### src/rtl/alu_pkg.sv
// Shared ALU lane definitions: lane geometry, writeback FSM states and lane-count helper.
package alu_pkg;

  localparam int unsigned LANES      = 6;
  localparam int unsigned LANE_W     = 32;
  localparam int unsigned ADDR_W     = 16;
  localparam int unsigned LANE_IDX_W = $clog2(LANES);

  typedef logic [LANE_IDX_W-1:0] lane_idx_t;

  typedef enum logic [1:0] {
    IDLE,
    WRITE,
    DONE
  } wb_state_t;

  // Index of the final lane written for a result: lane 0 for scalar, top lane for vector.
  function automatic lane_idx_t last_lane(input logic op);
    return op ? lane_idx_t'(LANES - 1) : lane_idx_t'(0);
  endfunction

endpackage

### src/rtl/alu_lane_writeback_if.sv
// ALU result handshake: producer drives the result, consumer returns in_ready.
interface alu_lane_writeback_if;
  import alu_pkg::*;

  logic                    in_valid;
  logic                    in_ready;
  logic [LANES*LANE_W-1:0] in_data;
  logic                    in_op;
  logic                    in_flagz;
  logic [ADDR_W-1:0]       in_base;

  modport master (
    output in_valid, in_data, in_op, in_flagz, in_base,
    input  in_ready
  );

  modport slave (
    input  in_valid, in_data, in_op, in_flagz, in_base,
    output in_ready
  );

endinterface

### src/rtl/alu_lane_select.sv
// Combinational LANES:1 lane mux; out-of-range indices return zero.
module alu_lane_select
  import alu_pkg::*;
(
  input  logic [LANES*LANE_W-1:0] data_i,
  input  lane_idx_t               lane_i,
  output logic [LANE_W-1:0]       word_o
);

  always_comb begin
    word_o = '0;
    for (int k = 0; k < int'(LANES); k++) begin
      if (lane_i == lane_idx_t'(k)) begin
        word_o = data_i[k*LANE_W +: LANE_W];
      end
    end
  end

endmodule

### src/rtl/alu_lane_writeback.sv
// Captures one ALU result per handshake and writes its lanes to data memory, one per beat.
module alu_lane_writeback
  import alu_pkg::*;
(
  input  logic              clk,
  input  logic              rst,
  alu_lane_writeback_if.slave in_if,
  output logic              mem_we,
  output logic [ADDR_W-1:0] mem_addr,
  output logic [LANE_W-1:0] mem_wdata,
  input  logic              mem_ready,
  output logic              done,
  output logic              done_flagz,
  output logic              busy
);

  wb_state_t               state_q;
  lane_idx_t               lane_q;
  logic [LANES*LANE_W-1:0] data_q;
  logic                    op_q;
  logic                    flagz_q;
  logic [ADDR_W-1:0]       base_q;

  always_ff @(posedge clk) begin
    if (!rst) begin
      state_q <= IDLE;
      lane_q  <= '0;
      data_q  <= '0;
      op_q    <= 1'b0;
      flagz_q <= 1'b0;
      base_q  <= '0;
    end else begin
      unique case (state_q)
        IDLE: begin
          if (in_if.in_valid) begin
            data_q  <= in_if.in_data;
            op_q    <= in_if.in_op;
            flagz_q <= in_if.in_flagz;
            base_q  <= in_if.in_base;
            lane_q  <= '0;
            state_q <= WRITE;
          end
        end
        WRITE: begin
          // Stalled beats keep lane_q, so address and data stay stable.
          if (mem_ready) begin
            if (lane_q == last_lane(op_q)) begin
              state_q <= DONE;
            end else begin
              lane_q <= lane_q + lane_idx_t'(1);
            end
          end
        end
        DONE:    state_q <= IDLE;
        default: state_q <= IDLE;
      endcase
    end
  end

  alu_lane_select u_lane_select (
    .data_i (data_q),
    .lane_i (lane_q),
    .word_o (mem_wdata)
  );

  // Outputs decode only from registered state, never from in_* directly.
  assign in_if.in_ready = (state_q == IDLE);
  assign mem_we         = (state_q == WRITE);
  assign mem_addr       = base_q + ADDR_W'(lane_q);
  assign done           = (state_q == DONE);
  assign done_flagz     = done & flagz_q;
  assign busy           = (state_q != IDLE);

endmodule
### src/flat_wrapper.sv
// flat-port wrapper written by rule: the top's interface ports become plain ports
module alu_lane_writeback_flat import alu_pkg::*;
  (clk, rst, mem_we, mem_addr, mem_wdata, mem_ready, done, done_flagz, busy, in_if_in_valid, in_if_in_data, in_if_in_op, in_if_in_flagz, in_if_in_base, in_if_in_ready);
  alu_lane_writeback_if in_if_i ();
  input  logic clk;
  input  logic rst;
  output logic mem_we;
  output logic [ADDR_W-1:0] mem_addr;
  output logic [LANE_W-1:0] mem_wdata;
  input  logic mem_ready;
  output logic done;
  output logic done_flagz;
  output logic busy;
  input wire logic [$bits(in_if_i.in_valid)-1:0] in_if_in_valid;
  input wire logic [$bits(in_if_i.in_data)-1:0] in_if_in_data;
  input wire logic [$bits(in_if_i.in_op)-1:0] in_if_in_op;
  input wire logic [$bits(in_if_i.in_flagz)-1:0] in_if_in_flagz;
  input wire logic [$bits(in_if_i.in_base)-1:0] in_if_in_base;
  output wire logic [$bits(in_if_i.in_ready)-1:0] in_if_in_ready;
  assign in_if_i.in_valid = in_if_in_valid;
  assign in_if_i.in_data = in_if_in_data;
  assign in_if_i.in_op = in_if_in_op;
  assign in_if_i.in_flagz = in_if_in_flagz;
  assign in_if_i.in_base = in_if_in_base;
  assign in_if_in_ready = in_if_i.in_ready;
  alu_lane_writeback u_core (.clk(clk), .rst(rst), .in_if(in_if_i), .mem_we(mem_we), .mem_addr(mem_addr), .mem_wdata(mem_wdata), .mem_ready(mem_ready), .done(done), .done_flagz(done_flagz), .busy(busy));
endmodule
### config.mk
export PLATFORM = sky130hd
export DESIGN_NAME = alu_lane_writeback_flat
export DESIGN_NICKNAME = d
export VERILOG_FILES = /design/src/rtl/alu_pkg.sv /design/src/rtl/alu_lane_writeback_if.sv /design/src/rtl/alu_lane_select.sv /design/src/rtl/alu_lane_writeback.sv /design/src/flat_wrapper.sv
export SDC_FILE = /design/constraint.sdc
export NUM_CORES = 1
export LEC_CHECK = 0
export BUFFER_PORTS_ARGS = -buffer_cell sky130_fd_sc_hd__buf_2
export CAP_MARGIN = 20
export CORE_ASPECT_RATIO = 2
export CORE_MARGIN = 4
export CORE_UTILIZATION = 45
export DETAILED_ROUTE_END_ITERATION = 7
export PLACE_DENSITY_LB_ADDON = 0.15
export SYNTH_ARGS = -nofsm -noshare
export SYNTH_HDL_FRONTEND = slang
export SYNTH_SLANG_ARGS = --single-unit
### constraint.sdc
create_clock -name clk -period 2.1 [get_ports clk]
set_input_delay 0.21 -clock clk [delete_from_list [all_inputs] [get_ports clk]]
set_output_delay 0.21 -clock clk [all_outputs]
set_load 0.05 [all_outputs]
# After elaboration in Yosys (flattened, before gate mapping)
# Index checks and enable logic that the tools add are counted.
word_totals:
  register_bits: 215
  inputBits: 214
  output_inout_bits: 53
  elab_cells: 43
classes:
  addsub: 2
  n_eq_ne: 12
  n_mux: 15
  bitwise_logic: 1
  reduce_logical: 7
ops:
  columns: ["op", "n"]
  rows:
  - ["$mux W32", 6]
  - ["$add A16 B3 Y16", 1]
  - ["$mux W3", 4]
  - ["$eq A3 B2 Y1 const B", 2]
  - ["$eq A3 B3 Y1 const B", 2]
  - ["$mux W2", 3]
  - ["$pmux W3 S2", 1]
  - ["$ne A2 B1 Y1 const B", 2]
  - ["$ne A2 B2 Y1 const B", 2]
  - ["$pmux W2 S2", 1]
  - ["$reduce_and A4 Y1", 1]
  - ["$reduce_bool A2 Y1", 2]
  - ["$add A3 B1 Y3 const B", 1]
  - ["$eq A3 B1 Y1 const B", 1]
  - ["$eq A3 B3 Y1", 1]
  - ["$logic_not A3 Y1", 1]
  - ["$reduce_and A3 Y1", 1]
  - ["$eq A2 B1 Y1 const B", 1]
  - ["$eq A2 B2 Y1 const B", 1]
  - ["$logic_not A2 Y1", 1]
  - ["$reduce_and A2 Y1", 1]
  - ["$and A1 B1 Y1", 1]

# Logic depth before layout (Yosys ltp)
logic_depth:
  depth_word: 7
  depth_mapped: 9
  depth_no_buf: 6

# By module
# A second synthesis with hierarchy kept.
hier_totals:
  hier_cells: 1191
  hier_area_um2: 11267.1
by_module_without_submodules:
  columns: ["module", "n_inst", "cells_per_inst", "area_per_inst_um2", "seq_area_each_um2"]
  rows:
  - ["alu_lane_writeback", 1, 993, 9354.0, 4304.1]
  - ["alu_lane_select", 1, 198, 1913.1, 0.0]

# Worst setup path after synthesis
# No wires, ideal clock.
synth_path:
  path_type: "register to output"
  from: "register u_core.lane_q[2]"
  to: "output port mem_wdata[30]"
  arrival_ps: 2565
  t_required_ps: 1890
  slack_ps: -675
  stages_incl_launch_ff: 9
  n_path_buf: 3
  cell_sequence: "dfxtp_1 -> buf_2 -> inv_1 -> clkbuf_1 -> ha_1 -> clkbuf_1 -> a211oi_1 -> a222oi_1 -> o21ai_0"
synth_between:
  elab_chain_cells: 7
  elab_cells_between_ends: 12
  cone_classes: "eq/ne (5); mux (6); reduce/logical (1)"
synth_lines:
  columns: ["element", "line", "rtl"]
  rows:
  - ["start: declaration", "alu_lane_writeback.sv:18", "lane_idx_t lane_q;"]
  - ["start signal: assignment", "alu_lane_writeback.sv:50", "lane_q <= lane_q + lane_idx_t'(1);"]
  - ["$logic_not A3 Y1", "alu_lane_select.sv:13", "if (lane_i == lane_idx_t'(k)) begin"]
  - ["$mux W32 (5 in a row)", "alu_lane_select.sv:13", null]
  - ["$mux W32 (*)", "alu_lane_select.sv:13", null]
  - ["end: declaration", "flat_wrapper.sv:9", "output logic [LANE_W-1:0] mem_wdata;"]
# Mark *: on every way between the ends. The rest lies on a longest branch, timed or not.

# Worst setup path after layout
layout_path:
  from: "register u_core.lane_q[0]"
  to: "output port mem_wdata[14]"
# Same word-level chain as after synthesis.

==> results.toml <==
[setup_path]
cp.arrival_ns = 2.35
cp.depth = 10
cpMostUsedCell = "buf_12"
slowest_stage = "dfxtp_4"
cp_data_required_time_ns = 1.89
critPathKind = "reg -> out"
startpoint_type = "flip-flop"
critPathTopFamily = "buffers and inverters"
r2r.worst_path.cells = 5
worstPathCellList = "buf_6 -> ha_4 -> buf_12 -> buf_12 -> buf_12 -> o21ai_2 -> a221oi_2 -> buf_4 -> o22ai_4 -> buf_6"
end_kind = "output port"
critPathBufInv = 6
critical-path-max-stage-delay_ns = 0.39
critPathMaxFanout = 6

[clocking]
clk_latency_ns = 0.51
cts_sinks = 215
cts_tree = "done"
clk_path_buf_depth = 3
path_clk_slew_ns = 0.07
cts_inserted_buffers = 21
cts_root_buf = "clkbuf_16"
htreeDepth = 1

[routing]
detail_route.wl_per_cell_microns = 19.7
wl_mm = 41.1
drt_iter0_markers = 775
dr.pass1.iters = 5
via_per_inst = 5.51
ant_nets = 0
route.vias.total = 11499
remaining_drc_errors = 0

[global_routing]
grt_max_degree = 101
grt_pass1_wl_mm = 61.7
grt_overflow = 0
grt_pass1_vias = 12014
grtUsageTotal_pct = 31.0
antenna_found_initial = 3

[place]
gp_congestion = 0.882
place_hpwl_mm = 23.2
io_buffer_count = 266
post-place-ws_ns = -0.114

[logic_synthesis]
synth_cell_type_count = 39
synth_largest_area_cell = "dfxtp_1"
synth_edf_count = 0
ys_seq_area_share_pct = 43.1
synthTopCellsByCount = "nand2_1 (520), dfxtp_1 (215), a21boi_0 (170)"
yosysWarnings = 0
synth_seq_cells = 215
synth_area_sq_um = 10000
synth_cells = 1329
synth_area_leaders = "dfxtp_1 (43%), nand2_1 (20%), a21boi_0 (13%)"
postSynth.asyncResetShare_pct = 0
synth.top_cell.area_share_pct = 43.1
synth_most_common_cell = "nand2_1"
synthesis.area_per_instance_sq_um = 7.52
syn_nets = 1552
synthFlopType = "dfxtp_1"

[finish]
syn_to_final_growth_pct = 70.3
final_util_pct = 78.5
nNetsFinal = 2021
drive_gt1_share_pct = 32.4

[outcome]
violations = "negative hold slack, negative setup slack"
status = "finished, violations left"

[sta]
slew_headroom_pct = 70.8
worst_slack_ns = -0.462
setup_tns_ns = -15.93
rsz0062_at_grt = "true"
fin_crit_sh_pct = 122
fin_worst_skew_ns = 0.0148
hold_ws_ns = -0.00674
drv_slew = 0
worstMarginPinSlew_ns = 0.437
final.min_clock_period_ns = 2.56
final_hold_viol_count = 1
fmax_ghz = 0.390
setup_viol = 45

[floorplan]
coreArea_sq_um = 21700
die_area_sq_um = 24800
start_util_pct = 46.1
dieHeight_microns = 219
io_pins = 267
fp.dieW_microns = 113
fp-row-count = 76

[hold_path]
worstHoldPathCells = 3
hold_class = "in -> reg"

[power]
p_leak_uw = 0.00690
ir_drop_v = 0.000674
powerDensity_nw_per_um2 = 644

[job]
drv_cap = 0
[layout make-up]
| class | count | area [sq um] |
|---|---|---|
| multi-input combinational | 995 | 6690 |
| timing repair buffer | 557 | 5010 |
| fill | 1347 | 4660 |
| sequential | 215 | 4320 |
| clock buffer | 27 | 558 |
| tap | 273 | 342 |
| clock inverter | 7 | 46.3 |
| inverter | 8 | 37.5 |
| antenna | 6 | 15.0 |
[through the flow]
step,hold WS (ns),power [uW],cells,instance area [sq um]
after detailed placement,0.446,6770,1822,12600
after floorplan,0.345,5970,1329,10500
after global routing,0.00157,11400,2085,17000
final,-0.00674,11000,2088,17000
after CTS,0.000851,10800,2077,16400
after global placement,0.441,6730,1822,12600
[metal layers]
metal / up-vias / track usage [%] / share of wire [%]
li1: 5389 / - / -
met1: 5373 / 34.3 / 36
met2: 535 / 53.6 / 51
met3: 202 / 4.58 / 5.8
met4: 0 / 21.8 / 8.0
met5: - / 0 / 0
[power by group]
group / internal (uW) / switching (uW)
Sequential: 4380 / 251
Combinational: 1290 / 1540
Clock: 1880 / 1620
[tightest hold or removal path, cell delays in order]
cell	delay, ns
buf_2	0.10
nand2_1	0.07
a21boi_0	0.08
[logic make-up (layout without fill, tap and decap cells)]
| group | after synthesis | count (layout) | synth area share, % |
|---|---|---|---|
| buffers and inverters | 119 | 599 | 5.11 |
| other | 0 | 6 | 0 |
| adder cells (fa/ha/maj) | 9 | 9 | 1.20 |
| XOR/XNOR | 14 | 14 | 1.23 |
| flip-flops | 215 | 215 | 43.1 |
| multiplexers | 1 | 1 | 0.100 |
| AO/OA/AOI/OAI | 384 | 384 | 26.3 |
| AND/OR/NAND/NOR | 587 | 587 | 23.0 |
[worst paths after layout]
check	start	endpoint	slack (ns)
setup / recovery	u_core.lane_q[0]	mem_wdata[14]	-0.46
hold / removal	in_if_in_data[164]	u_core.data_q[164]	-0.007
hold reg to reg	u_core.data_q[156]	u_core.data_q[156]	0.46
setup reg to reg	u_core.state_q[1]	u_core.data_q[54]	0.07
[registers in the layout, indices dropped and copies added, names as in the netlist]
signal,flops
u_core.base_q,16
u_core.data_q,192
u_core.flagz_q,1
u_core.lane_q,3
u_core.op_q,1
u_core.state_q,2
[cells in the final DEF (no fill, tap or decap), drive strengths merged, types with 2 or more instances in the layout]
cell type and n:
a21o 2, nand4b 2, a21boi 213, a21oi 34
nor2 38, dlygate4sd3 200, diode 6, inv 6
and3 3, nand4 2, o21ai 67, and2 3
ha 8, clkbuf 31, o22ai 32, a221oi 31
clkinv 8, nand2 520, nand2b 3, dfxtp 215
and2b 2, nor2b 3, xor2 5, nand3 6
xnor2 9, buf 353
[timing repair]
action | 4_1_cts | 5_1_grt
buffers inserted | 15 | 8
hold buffers | 199 | 1
gates resized for setup | 225 | 103
gates cloned | 9 | 4
pin swaps | 58 | 46
endpoints found under the hold margin | 199 | 1
endpoints found under the setup margin | 47 | 47
(Power assumes the default switching activity.)
